**config.mk**
```make
export PLATFORM = sky130hd
export DESIGN_NAME = pixel_frame_writer
export DESIGN_NICKNAME = d
export VERILOG_FILES = /design/src/rtl/pixel_frame_writer.sv
export SDC_FILE = /design/constraint.sdc
export NUM_CORES = 1
export LEC_CHECK = 0
export CORE_MARGIN = 2
export CORE_UTILIZATION = 45
export CTS_CLUSTER_SIZE = 16
export DETAILED_ROUTE_END_ITERATION = 8
export HOLD_SLACK_MARGIN = 0.12
export PLACE_DENSITY_LB_ADDON = 0.05
export SLEW_MARGIN = 10
export SYNTH_ARGS = -nofsm -noshare
export SYNTH_HDL_FRONTEND = slang
export SYNTH_SLANG_ARGS = --single-unit
```
**constraint.sdc**
```tcl
create_clock -name clk -period 24.2 [get_ports clk]
set_clock_uncertainty 0.05 [all_clocks]
set_input_delay 3.63 -clock clk [delete_from_list [all_inputs] [get_ports clk]]
set_output_delay 3.63 -clock clk [all_outputs]
set_load 0.02 [all_outputs]
```
**src/rtl/pixel_frame_writer.sv**
```systemverilog
`default_nettype none
// ============================================================================
// pixel_frame_writer : packs an 8-bit pixel stream into 32-bit little-endian
//                      words and writes them to memory over a valid/ready port.
// Option macro       : PIXEL_FRAME_WRITER_LINE_ALIGN_EN (each line starts a word)
// Revision           : 1.0
// ============================================================================
module pixel_frame_writer #(
  parameter int FIFO_DEPTH = 8,
  parameter int ADDR_W     = 32
) (
  input  logic              clk,
  input  logic              rst,
  input  logic              start,
  input  logic [11:0]       size_x,
  input  logic [11:0]       size_y,
  input  logic [ADDR_W-1:0] base_addr,
  input  logic [7:0]        pixel_in,
  input  logic              pixel_in_valid,
  output logic              wr_valid,
  input  logic              wr_ready,
  output logic [ADDR_W-1:0] wr_addr,
  output logic [31:0]       wr_data,
  output logic [3:0]        wr_strb,
  output logic              busy,
  output logic              done,
  output logic              overflow
);

  localparam int                 c_PTR_W      = (FIFO_DEPTH > 1) ? $clog2(FIFO_DEPTH) : 1;
  localparam int                 c_CNT_W      = c_PTR_W + 1;
  localparam logic [c_CNT_W-1:0] c_DEPTH      = c_CNT_W'(FIFO_DEPTH);
  localparam logic [ADDR_W-1:0]  c_ALIGN_MASK = ADDR_W'(3);
  localparam logic [ADDR_W-1:0]  c_WORD_BYTES = ADDR_W'(4);

  typedef enum logic [1:0] {
    S_IDLE    = 2'd0,
    S_CAPTURE = 2'd1,
    S_DRAIN   = 2'd2,
    S_DONE    = 2'd3
  } state_t;

  state_t r_state;
  state_t w_state_nxt;

  // Packer and frame bookkeeping
  logic [23:0]       r_cnt;
  logic [1:0]        r_lane;
  logic [31:0]       r_data;
  logic [3:0]        r_strb;
  logic [ADDR_W-1:0] r_addr;
  logic              r_overflow;

  // Word FIFO; the output registers always mirror the head entry
  logic [ADDR_W-1:0]  r_mem_addr [FIFO_DEPTH];
  logic [31:0]        r_mem_data [FIFO_DEPTH];
  logic [3:0]         r_mem_strb [FIFO_DEPTH];
  logic [c_PTR_W-1:0] r_wr_ptr;
  logic [c_PTR_W-1:0] r_rd_ptr;
  logic [c_CNT_W-1:0] r_count;
  logic               r_wr_valid;
  logic [ADDR_W-1:0]  r_wr_addr;
  logic [31:0]        r_wr_data;
  logic [3:0]         r_wr_strb;

  logic [23:0]        w_total;
  logic               w_start_ok;
  logic               w_px;
  logic               w_last;
  logic               w_line_end;
  logic               w_push;
  logic               w_pop;
  logic               w_full;
  logic               w_push_ok;
  logic               w_drop;
  logic               w_head_is_push;
  logic [31:0]        w_pk_data;
  logic [3:0]         w_pk_strb;
  logic [c_CNT_W-1:0] w_count_nxt;
  logic [c_PTR_W-1:0] w_rd_ptr_nxt;

  assign w_total    = {12'd0, size_x} * {12'd0, size_y};
  assign w_start_ok = (r_state == S_IDLE) && start;
  assign w_px       = (r_state == S_CAPTURE) && pixel_in_valid;
  assign w_last     = (r_cnt == 24'd1);

`ifdef PIXEL_FRAME_WRITER_LINE_ALIGN_EN
  logic [11:0] r_size_x;
  logic [11:0] r_col;

  assign w_line_end = (r_col == (r_size_x - 12'd1));

  always_ff @(posedge clk or negedge rst) begin
    if (!rst) begin
      r_size_x <= 12'd0;
      r_col    <= 12'd0;
    end else if (w_start_ok) begin
      r_size_x <= size_x;
      r_col    <= 12'd0;
    end else if (w_px) begin
      r_col <= w_line_end ? 12'd0 : (r_col + 12'd1);
    end
  end
`else
  assign w_line_end = 1'b0;
`endif

  assign w_push    = w_px && ((r_lane == 2'd3) || w_last || w_line_end);
  assign w_pop     = r_wr_valid && wr_ready;
  assign w_full    = (r_count == c_DEPTH);
  // A pop in the same cycle frees the slot a full FIFO would otherwise refuse
  assign w_push_ok = w_push && (!w_full || w_pop);
  assign w_drop    = w_push && !w_push_ok;

  always_comb begin
    w_pk_data                      = r_data;
    w_pk_data[{r_lane, 3'b000} +: 8] = pixel_in;
    w_pk_strb                      = r_strb | (4'b0001 << r_lane);
  end

  // ---------------------------------------------------------------- FSM
  always_ff @(posedge clk or negedge rst) begin
    if (!rst) begin
      r_state <= S_IDLE;
    end else begin
      r_state <= w_state_nxt;
    end
  end

  // True when the FIFO holds nothing beyond what leaves this cycle
  assign w_head_is_push = (r_count == '0) || ((r_count == c_CNT_W'(1)) && w_pop);

  always_comb begin
    w_state_nxt = r_state;
    case (r_state)
      S_IDLE: begin
        if (start) begin
          w_state_nxt = (w_total == 24'd0) ? S_DONE : S_CAPTURE;
        end
      end
      S_CAPTURE: begin
        if (w_px && w_last) begin
          w_state_nxt = S_DRAIN;
        end
      end
      S_DRAIN: begin
        if (w_head_is_push) begin
          w_state_nxt = S_DONE;
        end
      end
      S_DONE: begin
        w_state_nxt = S_IDLE;
      end
      default: begin
        w_state_nxt = S_IDLE;
      end
    endcase
  end

  // ---------------------------------------------------------------- packer
  always_ff @(posedge clk or negedge rst) begin
    if (!rst) begin
      r_cnt      <= 24'd0;
      r_lane     <= 2'd0;
      r_data     <= 32'd0;
      r_strb     <= 4'd0;
      r_addr     <= '0;
      r_overflow <= 1'b0;
    end else if (w_start_ok) begin
      r_cnt      <= w_total;
      r_lane     <= 2'd0;
      r_data     <= 32'd0;
      r_strb     <= 4'd0;
      r_addr     <= base_addr & ~c_ALIGN_MASK;
      r_overflow <= 1'b0;
    end else if (w_px) begin
      r_cnt <= r_cnt - 24'd1;
      if (w_push) begin
        // Dropped words still consume their address slot
        r_lane <= 2'd0;
        r_data <= 32'd0;
        r_strb <= 4'd0;
        r_addr <= r_addr + c_WORD_BYTES;
      end else begin
        r_lane <= r_lane + 2'd1;
        r_data <= w_pk_data;
        r_strb <= w_pk_strb;
      end
      if (w_drop) begin
        r_overflow <= 1'b1;
      end
    end
  end

  // ---------------------------------------------------------------- FIFO
  always_comb begin
    w_count_nxt = r_count;
    if (w_push_ok && !w_pop) begin
      w_count_nxt = r_count + c_CNT_W'(1);
    end else if (!w_push_ok && w_pop) begin
      w_count_nxt = r_count - c_CNT_W'(1);
    end
  end

  assign w_rd_ptr_nxt = w_pop ? (r_rd_ptr + c_PTR_W'(1)) : r_rd_ptr;

  always_ff @(posedge clk) begin
    if (w_push_ok) begin
      r_mem_addr[r_wr_ptr] <= r_addr;
      r_mem_data[r_wr_ptr] <= w_pk_data;
      r_mem_strb[r_wr_ptr] <= w_pk_strb;
    end
  end

  always_ff @(posedge clk or negedge rst) begin
    if (!rst) begin
      r_wr_ptr   <= '0;
      r_rd_ptr   <= '0;
      r_count    <= '0;
      r_wr_valid <= 1'b0;
      r_wr_addr  <= '0;
      r_wr_data  <= 32'd0;
      r_wr_strb  <= 4'd0;
    end else begin
      if (w_push_ok) begin
        r_wr_ptr <= r_wr_ptr + c_PTR_W'(1);
      end
      r_rd_ptr   <= w_rd_ptr_nxt;
      r_count    <= w_count_nxt;
      r_wr_valid <= (w_count_nxt != '0);
      if (w_count_nxt != '0) begin
        if (w_head_is_push) begin
          r_wr_addr <= r_addr;
          r_wr_data <= w_pk_data;
          r_wr_strb <= w_pk_strb;
        end else begin
          r_wr_addr <= r_mem_addr[w_rd_ptr_nxt];
          r_wr_data <= r_mem_data[w_rd_ptr_nxt];
          r_wr_strb <= r_mem_strb[w_rd_ptr_nxt];
        end
      end
    end
  end

  assign wr_valid = r_wr_valid;
  assign wr_addr  = r_wr_addr;
  assign wr_data  = r_wr_data;
  assign wr_strb  = r_wr_strb;
  assign busy     = (r_state == S_CAPTURE) || (r_state == S_DRAIN);
  assign done     = (r_state == S_DONE);
  assign overflow = r_overflow;

endmodule
`default_nettype wire

```
# After elaboration in Yosys (flattened, before gate mapping)
# Memories as Yosys holds them, arrays and structs flattened.
# Index checks and enable logic that the tools add are counted.
# op_classes
n_reduce_logical	27
addsub	8
muxes	31
shifts	3
mul	1
bitwise	1
n_eq_ne	10
# ops
cell	n
32-bit two-way mux	8
24-bit two-way mux	2
32-bit by 3-bit adder with 32-bit output (second input constant)	1
32-bit bitwise mux	1
8-bit by 7-bit variable shift with 32-bit output (first input constant)	1
8-bit by 7-bit indexed part select with 32-bit output	1
24-bit by 1-bit == test with 1-bit output (second input constant)	1
24-bit zero test	1
12-bit by 12-bit multiplier with 24-bit output	1
4-bit two-way mux	6
24-bit by 1-bit subtractor with 24-bit output (second input constant)	1
2-bit two-way mux	7
1-bit logical AND	10
2-bit case mux with 4 select lines	1
5-bit negation with 7-bit output	1
3-bit by 1-bit adder with 3-bit output (second input constant)	2
2-bit == test (second input constant)	3
2-bit != test (second input constant)	3
2-bit nonzero test	3
1-bit two-way mux	5
4-bit by 1-bit adder with 4-bit output (second input constant)	1
4-bit by 1-bit == test with 1-bit output (second input constant)	1
4-bit == test (second input constant)	1
4-bit zero test	1
other kinds (12)	18
# totals
ff_bits	176
ram_bits	544
n_memories	3
# mem_list
memory	depth	word_bits	read_ports	rd_ports_with_merged_regs	wr	line	text
r_mem_addr	8	32	1	0	1	55	logic [ADDR_W-1:0] r_mem_addr [FIFO_DEPTH];
r_mem_data	8	32	1	0	1	56	logic [31:0] r_mem_data [FIFO_DEPTH];
r_mem_strb	8	4	1	0	1	57	logic [3:0] r_mem_strb [FIFO_DEPTH];

# Depth between registers and ports, before layout
# Gate-level depths: netlist of the first run.
# logic_depth
depth_word	9
ltp_mapped	21

# Least setup slack after synthesis of the first run
# No wires, ideal clock.
# synth_path
path_type	input port to flip-flop
startpoint	input pixel_in_valid
endpoint	memory r_mem_addr[2][10], enable pin
required_ns	23.474
slack_ns	11.597
path_buffers	3
arrival_ns	11.877
path_stages	8
cell_sequence	and2_1 clkbuf_1 nand4_1 o31ai_4 buf_6 clkbuf_1 nand2_1 nor4b_1
# synth_via
elab_chain_cells	5
# synth_rtl
element	line	text
from (decl)	19	input logic pixel_in_valid,
1-bit logical AND	84	assign w_px = (r_state == S_CAPTURE) && pixel_in_valid;
1-bit logical AND	108	assign w_push = w_px && ((r_lane == 2'd3) || w_last || w_line_end);
1-bit logical AND	112	assign w_push_ok = w_push && (!w_full || w_pop);
1-bit two-way mux	208	if (w_push_ok) begin
1-bit two-way mux (implied by the code)	209	r_mem_addr[r_wr_ptr] <= r_addr;
to (decl)	55	
# No other way between the ends.

# Worst setup path after layout of the first run
# layout_path
startpoint	input size_x[5]
endpoint	register r_state[1]
# layout_via
elab_chain_cells	5
# layout_rtl
element	line	text
from (decl)	15	input logic [11:0] size_x,
12-bit by 12-bit multiplier with 24-bit output	82	assign w_total = {12'd0, size_x} * {12'd0, size_y};
24-bit zero test	138	w_state_nxt = (w_total == 24'd0) ? S_DONE : S_CAPTURE;
2-bit two-way mux	138	
2-bit two-way mux	137	if (start) begin
2-bit case mux with 4 select lines	135	case (r_state)
to (signal assigned)	126	r_state <= w_state_nxt;
to (decl)	43	state_t r_state;
# No other way between the ends. The select of a mux whose other input is x is not followed.
# A chain may end at the register's enable or synchronous reset.

==> results by group, run 1 <==
Routing
  • Total number of vias: 19.0k
  • Via/cell ratio: 5.55
  • Starting DRT DRC Count: roughly 1.3k
  • DR DRC count: 0
  • Drt wl/cell: between 20 and 25 um
  • Post-DRT Antenna Nets: 0
  • DRT Pass-1 Iters: 5
  • Post-Route WL: ~78000 um

CTS
  • Num CTS Buffers: 77
  • Max clock buf depth: 3
  • Post-CTS setup buffers: 0
  • Root buf cell: clkbuf_16
  • TritonCTS clock tree: done
  • Resized cells post-CTS: 0
  • Cts hold-fix bufs: 0
  • Clk Latency, worst-skew pair: 620 ps
  • Clock Sinks: 700
  • Reg clk slew, reported paths: 60 ps
  • H-tree Lvls: 3

Synth
  • Avg Cell Area, Syn: 14.9 sq um
  • Synthesis-stage register bit count: 700
  • Post-synthesis xor/xnor area fraction: 0.0165
  • Post-Synth Simple-Gate Area: 0.0705
  • Yosys warns: 0
  • Mux cell area share after synthesis: 0.136
  • Compound-Gate Fraction of Synth Area: 0.0514
  • Synth Instances: approximately 2.2k
  • Number of synthesized flops with an enable pin: 528
  • Largest family of logic cells by synthesized area: multiplexers
  • Synth Area in Adders: 0.0909
  • Main synth FF type: edfxtp_1
  • Distinct cells, synth: 66
  • Post-Syn Area: 33400 sq um
  • Post-synthesis sequential area ratio: 0.603
  • Asr flop ratio synth: 0.246

Global routing
  • Global route overflow: 0
  • Vias in the first global route: ~20k
  • Initial antenna violation count: 1
  • First-pass GRT wire length: about 120000 um
  • Pin count of the biggest net entering global routing: 133
  • Tot GR Track Use: 0.207

Setup path
  • CP startpoint: size_x[5]
  • RR Startpoint: r_cnt[8]
  • Crit-path max FO: 12
  • WP data arrival: between 9000 and 10000 ps
  • Crit path buffers/inverters: 2
  • CP cell instances: clkdlybuf4s50_1 -> nand2_1 -> fa_1 -> fa_1 -> fa_1 -> fa_1 -> fa_1 -> inv_1 -> ha_1 -> a21o_1 -> a2111oi_0 -> or2_2 -> and4_1 -> o32ai_1 -> a2111oi_0 -> nand4b_1 -> o21ai_0
  • CP most frequent cell: fa_1
  • CP max stage cell: clkdlybuf4s50_1
  • WS Path Type: input port to flop
  • Crit path capture type: flop
  • CP startpoint kind: input port
  • Top delay family on crit path: adder cells
  • Critical Path RT: 24680 ps
  • Slowest stage delay, CP: ~840 ps

Placed design
  • Post-DP HPWL: 46300 um
  • Dpl ws: 14110 ps
  • I/O Buffers: 136
  • Placed cells: 3281
  • Gp weighted congestion: 0.803

Finish
  • Most frequent cells in the layout: edfxtp_1, nand2_1, dfrtp_1, inv_1, o21ai_0
  • Antenna cell count: 0
  • Most common cell after layout, fill and taps aside: edfxtp_1
  • Register area: 20200 sq um
  • Share of layout cells above drive strength 1: 0.160
  • Fillers: 6039
  • Fin cells: approximately 3.4k
  • Nets: 2653
  • Core Util, Final: 0.527
  • Multi-input gate area: 12300 sq um
  • P&R area growth vs syn: 15.3%

Die
  • Starting density of the core: 0.457
  • Die H: 277 um
  • Die Width: 277 um
  • # IOs: approximately 140
  • Die ar.: 76500 sq um
  • Row cnt: 99
  • CORE AREA: 73200 sq um

Timing
  • Setup TNS: 0 ps
  • Fin crit period: 9410 ps
  • Worst-Margin Slew: 1130 ps
  • Worst setup margin: 14790 ps
  • Setup violators final: 0
  • Final Cycle Share: 0.389
  • Final Max Slew Viols: 0
  • Setup repair after global routing missed its margin: no
  • Fmax achieved: 106 MHz
  • Final Hold Fails: 0
  • Worst slew margin: 0.238

Hold path
  • Worst Hold Launch: r_strb[0]
  • Worst min-delay path category: flop to flop

Flow run
  • Max Cap Viol: 0

Status
  • Status: finished clean

Power
  • Lkg Pwr: 14.1 nW
  • VDD IR max: roughly 0.13 mV
  • Power per Cell Area: approximately 130 nW/um^2
[cell usage after synthesis, types with 33 or more instances]
cell type  count  area share
a22o_1        39       0.010
nand2_1      252       0.028
mux2i_1       70       0.021
ha_1          83       0.031
and2_1        88       0.016
edfxtp_1     528        0.47
mux4_2       132       0.089
o21ai_0      153       0.023
inv_1        153       0.017
mux2_2        40       0.013
dfrtp_1      172        0.13
xnor2_1       33      0.0086
fa_1         100       0.060
clkbuf_1      86      0.0097
[cell families (layout without fill, tap and decap cells)]
family,Yosys count,after routing
AO/OA/AOI/OAI,274,274
XOR/XNOR,63,63
adder cells (fa/ha/maj),183,183
buffers and inverters,267,481
flip-flops,700,700
multiplexers,271,271
other,1,2
AND/OR/NAND/NOR,488,488
[flip-flops by register name, summed over array words and instances, names as in the netlist, 3 cells and up]
signal / flops
wr_strb: 4
r_addr: 30
r_mem_addr: 240
wr_data: 32
r_mem_strb: 32
r_count: 4
r_strb: 4
r_mem_data: 256
r_data: 32
r_rd_ptr: 3
wr_addr: 30
r_wr_ptr: 3
r_cnt: 24
[where the power goes]
part,total (mW),internal [mW],switching (mW)
Sequential,1.66,1.51,0.152
Clock,1.16,0.692,0.466
Combinational,2.18,1.02,1.16
Total,5.00,3.22,1.78
[worst paths after layout]
kind | slack, ps | cells past startpoint | endpoint
hold reg to reg | 440 | 1 | r_strb[0]
setup reg to reg | 18790 | 8 | r_mem_data[1][0]
min in group asynchronous | 3120 | 1 | wr_data[21]
max in group asynchronous | 19460 | 2 | r_cnt[20]
setup / recovery | 14790 | 17 | r_state[1]
hold / removal | 440 | 1 | r_strb[0]
[cell type report]
class,instances,area share
Clock buffer,104,0.0561
Clock inverter,36,0.00922
Inverter,155,0.0152
Multi-Input combinational cell,1281,0.320
Sequential cell,700,0.523
Tap cell,959,0.0311
Timing Repair Buffer,186,0.0458
[metrics by stage]
step | hold slack, ps | area (sq um) | total power, mW
6_report | 445 | 38600 | 5.00
5_1_grt | 464 | 38600 | 5.32
4_1_cts | 451 | 38600 | 5.07
3_5_place_dp | 434 | 36000 | 3.90
3_3_place_gp | 430 | 36000 | 3.86
2_1_floorplan | 415 | 33400 | 3.22
[per-layer routing]
layer  part of all wire  global-route usage  vias to the layer above
li1                   -                   -                     8571
met1               0.44               0.280                     9915
met2               0.50               0.354                      405
met3              0.042              0.0286                      107
met4              0.018              0.0528                        0
met5                  0                   0                        -
Power figures use the tool's default switching activity.
==> run 2: changes to the inputs <==
==> constraint.sdc (replaced) <==
create_clock -name clk -period 7.7 [get_ports clk]
set_clock_uncertainty 0.05 [all_clocks]
set_input_delay 1.155 -clock clk [delete_from_list [all_inputs] [get_ports clk]]
set_output_delay 1.155 -clock clk [all_outputs]
set_load 0.02 [all_outputs]
==> results by group, run 2 (synthesized netlist as in run 1, its figures left out) <==
Status
  • Status: finished clean

Die
  • Row cnt: 99 (unchanged)
  • CORE AREA: 73200 sq um (unchanged)
  • # IOs: 141 (unchanged)
  • Die Width: 277 um (unchanged)
  • Die ar.: 76500 sq um (unchanged)
  • Starting density of the core: 0.457 (unchanged)
  • Die H: 277 um (unchanged)

Global routing
  • Met2 global-route usage: 0.349 (-0.00465)
  • Vias in the first global route: 20.2k (-0.40%)
  • Initial antenna violation count: 1 (unchanged)
  • Tot GR Track Use: 0.206 (-0.000987)
  • Gr busiest metal: met2
  • Pin count of the biggest net entering global routing: 86 (-35%)
  • First-pass GRT wire length: 121000 um (-0.23%)
  • M3 GR Usage: 0.0302 (+0.00160)
  • Global route overflow: 0 (unchanged)
  • Met1 Use GR: 0.282 (+0.00203)

Finish
  • Number of flip-flops in the largest register: 256 (unchanged)
  • Most flops, register: r_mem_data
  • Most frequent cells in the layout: edfxtp_1, nand2_1, dfrtp_1, inv_1, o21ai_0
  • P&R area growth vs syn: 15.3% (about the same)
  • Most common cell after layout, fill and taps aside: edfxtp_1
  • Fillers: 6113 (+1.2%)
  • Share of layout cells above drive strength 1: 0.162 (+0.00170)
  • Biggest regs: r_mem_data x256, r_mem_addr x240
  • Fin cells: 3426 (+0.15%)
  • Antenna cell count: 0 (unchanged)
  • Nets: 2656 (+0.11%)

Timing
  • Setup TNS: 0 ps (unchanged)
  • Worst slew margin: 0.142 (-0.0960)
  • Final Hold Fails: 0 (unchanged)
  • Worst-Margin Slew: 1270 ps (+146 ps)
  • Final Max Slew Viols: 0 (unchanged)
  • Fin crit period: 6940 ps
  • Setup violators final: 0 (unchanged)
  • Setup repair after global routing missed its margin: no
  • Final Cycle Share: 0.902
  • Hold_ws: 442 ps (-2.84 ps)
  • Fmax achieved: 144 MHz

Routing
  • DR DRC count: 0 (unchanged)
  • Drt wl/cell: 22.7 um (-0.27%)
  • Post-DRT Antenna Nets: 0 (unchanged)
  • Starting DRT DRC Count: 1347 (+1.3%)
  • Total number of vias: 18.9k (-0.31%)
  • DRT Pass-1 Iters: 5 (unchanged)
  • Post-Route WL: 77600 um (-0.12%)
  • Via/cell ratio: 5.53 (-0.46%)

CTS
  • Cts hold-fix bufs: 0 (unchanged)
  • Resized cells post-CTS: 0 (unchanged)
  • Post-CTS setup buffers: 0 (unchanged)
  • TritonCTS clock tree: done
  • Clk Latency, worst-skew pair: 610 ps (about the same)
  • H-tree Lvls: 3 (unchanged)
  • Root buf cell: clkbuf_16
  • Reg clk slew, reported paths: 60 ps (about the same)
  • Max clock buf depth: 3 (unchanged)
  • Clock Sinks: 700 (unchanged)
  • Num CTS Buffers: 76 (-1.3%)

Setup path
  • Crit-path max FO: 12 (unchanged)
  • Critical Path RT: 8160 ps (-16520 ps)
  • RR Startpoint: r_cnt[8]
  • Reg2reg setup slack: 3110 ps (-15680 ps)
  • Crit path capture type: flop
  • CP startpoint kind: input port
  • WS Path Type: input port to flop
  • WP data arrival: 7400 ps (-2490 ps)
  • Worst R2R Path Depth: 10 (+2)
  • Reg2reg end: wr_addr[11]

Placed design
  • Gp weighted congestion: 0.822 (+2.4%)
  • I/O Buffers: 136 (unchanged)
  • Post-DP HPWL: 47200 um (+1.8%)
  • Placed cells: 3285 (+0.12%)

Power
  • Overall Power: 15.7 mW (+210%)
  • Lkg Pwr: 14.1 nW (about the same)
  • Power per Cell Area: 407 nW/um^2 (+210%)
  • VDD IR max: 0.288 mV (+120%)

Hold path
  • Worst min-delay path category: flop to flop
  • Hold endpoint: r_strb[0]
  • Hold path cells: 1 (unchanged)
  • Worst Hold Launch: r_strb[0]

Flow run
  • Max Cap Viol: 0 (unchanged)
[run 2: how the worst max path moves through the flow]
stage,start,end,slack [ps],cells past startpoint
global placement,size_x[5],r_state[1],170,17
CTS,size_x[5],r_state[1],830,17
floorplan,pixel_in_valid,r_mem_addr[3][10],-490,9
global route,size_x[4],r_state[1],370,17
finish,size_x[4],r_state[1],760,17
detailed placement,size_x[5],r_state[1],190,17
[run 2: layout make-up]
type / instances / area, sq um / area share
flip-flops and latches: 700 / 20200 / 0.523
repair buffers: 190 / 1810 / 0.0469
clock inverters: 45 / 427 / 0.0111
multi-input cells: 1281 / 12300 / 0.320
clock buffers: 96 / 2050 / 0.0531
well taps: 959 / 1200 / 0.0311
inverters: 155 / 584 / 0.0152
[run 2: stage by stage]
step	area [sq um]	setup slack, ps	utilization
2_1_floorplan	33500	-491	-
3_3_place_gp	36100	173	0.493
3_5_place_dp	36100	193	0.493
4_1_cts	38600	833	0.527
5_1_grt	38600	372	0.527
6_report	38600	757	0.527
[run 2: worst max-delay path: stages]
cell and delay [ps]:
clkdlybuf4s50_1 870, nand2_1 150, fa_1 550, fa_1 530, fa_1 520, fa_1 520, fa_1 560, inv_1 40
ha_1 350, a21o_1 180, a2111oi_0 540, or2_2 260, and4_1 210, o32ai_1 90, a2111oi_0 420, nand4b_1 170
o21ai_0 270
[run 2: power breakdown]
part / switching, mW / internal (mW) / total [mW]
registers: 0.513 / 4.74 / 5.25
clock network: 1.49 / 2.13 / 3.62
logic: 3.60 / 3.21 / 6.81
[run 2: per-layer routing]
metal / vias to the layer above / wire length [um]
met5: - / 13
met4: 2 / 1240
met3: 88 / 3320
met2: 415 / 38600
met1: 9869 / 34500
li1: 8565 / -
==> variant, RTL diff (settings of run 2) <==
Build with the macro `PIXEL_FRAME_WRITER_LINE_ALIGN_EN` defined.
--- a/src/rtl/pixel_frame_writer.sv
+++ b/src/rtl/pixel_frame_writer.sv
@@ -7,2 +7,4 @@
 // ============================================================================
+`define PIXEL_FRAME_WRITER_LINE_ALIGN_EN
+
 module pixel_frame_writer #(
Formal check against the unedited RTL: not equivalent (Yosys sat finds a counterexample within 4 cycles, from zero or initial values and one cycle with rst low).
==> variant against run 2 <==
  * Setup slack better by 310 ps
  * Wire length is 0.75% higher
  * Sequential share of layout area is 0.34 points lower
  * Combinational power is 5.9% lower
  * Sequential power is 3% higher
  * Cell area is 3.7% higher
  * Power is 0.64% lower
  * Sequential cell count is 24 higher
  * Area after synthesis is 3.7% higher
  * Critical path type unchanged
  * Largest cell class unchanged
==> variant: results (changes against run 2) <==
status complete, no violations; GR Util All Layers 0.203 (-0.00238); share of layout cells above drive strength 1 0.133 (-0.0291); Clock Path Buffers 3 (unchanged); Yosys warnings 0 (unchanged); Largest regs r_mem_data x256, r_mem_addr x240; top-area cell type share of the netlist area 0.457 (-0.0171); maximum fanout along the worst path 13 (+1); Die Area 79300 µm² (+3.7%); post_cts resized 0 (unchanged); hpwl dp 47.1 mm (-0.21%); post-place setup slack 390 ps (+197 ps); routability cong. 0.780 (-5.1%); Worst VDD drop 0.564 mV (+95%); global-route wire length before repair 122 mm (+1.6%); Netlist cell types 72 (+9.1%); drt pass-1 iters 8 (+3); largest net degree at the start of global routing 133 (+55%); post-CTS setup buffers 0 (unchanged); worst min path class reg2reg; post-synthesis sequential area ratio 0.598 (-0.00439); Cell Count Post-Placement 3506 (+6.7%); Post-Syn Area per Cell 14.3 µm² (-3.8%); buffers added on ports 136 (unchanged); slew margin rel. 0.180 (+0.0385); Clock transition at path regs 60 ps (about the same); root buffer cell clkbuf_16; R2R Setup Slk 2440 ps (-670 ps); layout net count 2811 (+5.8%); final wirelength 78.2 mm (+0.75%); initial antenna violation count 0 (-1); vias in the first global route 21120 (+4.6%); synth top area cells edfxtp_1 46%, dfrtp_1 14%, mux4_2 8.6%; post-DR vias/cell 5.41 (-2.2%); ANT cells 0 (unchanged); clock latency on the worst-skew pair slightly above 600 ps; Lkg Pwr 14.7 nW (+4.7%); DRT iter0 DRCs 1212 (-10%); via count 19758 (+4.3%); CTS H-tree depth 3 (unchanged); crit path DAT 7140 ps (-260 ps); Primary FF master, synth edfxtp_1; Post-synth top cells 528 x edfxtp_1, 294 x nand2_1, 196 x dfrtp_1, 187 x o21ai_0, 161 x inv_1; CTS Buf Count 79 (+3.9%); asr flop ratio synth 0.271 (+0.0250); Post-synth EDFFs 528 (unchanged); worst setup margin 1070 ps (+313 ps)
[variant: changes by cell type after synthesis, sizes merged, moves of 10 or more]
cell and change:
nand2 +42, o21ai +36, dfrtp +24, nor2 +19, xnor2 +13, and2 -11
and3 +11, nor3 +10
[variant: kinds of logic (layout without fill, tap and decap cells)]
| group | count (synthesis) | in the layout | share of synthesized area |
|---|---|---|---|
| DFF | 724 | 724 | 0.598 |
| and+or+nand+nor | 572 | 572 | 0.0786 |
| AOI/OAI and AO/OA | 306 | 306 | 0.0531 |
| buffers and inverters | 282 | 480 | 0.0324 |
| muxes | 269 | 269 | 0.128 |
| adders and majority gates | 185 | 185 | 0.0884 |
| xor gates and xnor gates | 85 | 85 | 0.0215 |
| other | 1 | 2 | 0.000108 |
[variant: routing by layer]
| layer | GRT usage | part of all wire | vias to the layer above |
|---|---|---|---|
| li1 | - | - | 9081 |
| met1 | 0.272 | 0.44 | 10185 |
| met2 | 0.348 | 0.50 | 366 |
| met3 | 0.0256 | 0.036 | 126 |
| met4 | 0.0649 | 0.027 | 0 |
| met5 | 0 | 0 | - |
[variant: final timing paths]
kind | from | to | cells past startpoint
min reg2reg | r_strb[0]$_DFFE_PN0P_ | r_strb[0]$_DFFE_PN0P_ | 2
min | r_strb[0]$_DFFE_PN0P_ | r_strb[0]$_DFFE_PN0P_ | 2
max in group asynchronous | rst | wr_data[6]$_DFFE_PN0P_ | 2
max reg2reg | r_size_x[0]$_DFFE_PN0P_ | wr_data[6]$_DFFE_PN0P_ | 13
min in group asynchronous | rst | r_cnt[11]$_DFFE_PN0P_ | 1
max | size_x[5] | r_state[1]$_DFFE_PN0P_ | 18
[variant: layout make-up]
class | instances | area [µm²]
Fill cell | 6431 | 36100
Sequential cell | 724 | 20800
Multi-Input combinational cell | 1419 | 12900
Clock buffer | 113 | 2270
Timing Repair Buffer | 171 | 1750
Tap cell | 1030 | 1290
Inverter | 162 | 611
Clock inverter | 34 | 382
[variant: stage by stage]
stage	area [µm²]	util	hold WS (ps)
floorplan	34700	-	404
global placement	37300	0.491	421
detailed placement	37300	0.491	425
CTS	40000	0.525	439
global route	40000	0.525	457
finish	40000	0.525	434
[variant: report_power, final]
group | internal [mW] | total [mW] | switching (mW)
registers | 4.86 | 5.39 | 0.524
clock network | 2.26 | 3.78 | 1.52
logic | 2.97 | 6.41 | 3.45
total | 10.1 | 15.6 | 5.49
[variant: worst max-delay path, cell delays in order]
cell             delay [ps]
clkdlybuf4s50_1         830
nand2_1                 160
fa_1                    530
fa_1                    420
fa_1                    490
fa_1                    510
fa_1                    490
inv_1                    50
ha_1                    320
o21ai_0                 320
a21oi_1                 130
o211ai_1                220
a21oi_1                 130
or3_1                   330
a2111oi_0               500
nand4_1                 160
nor4_1                  220
a21o_1                  170
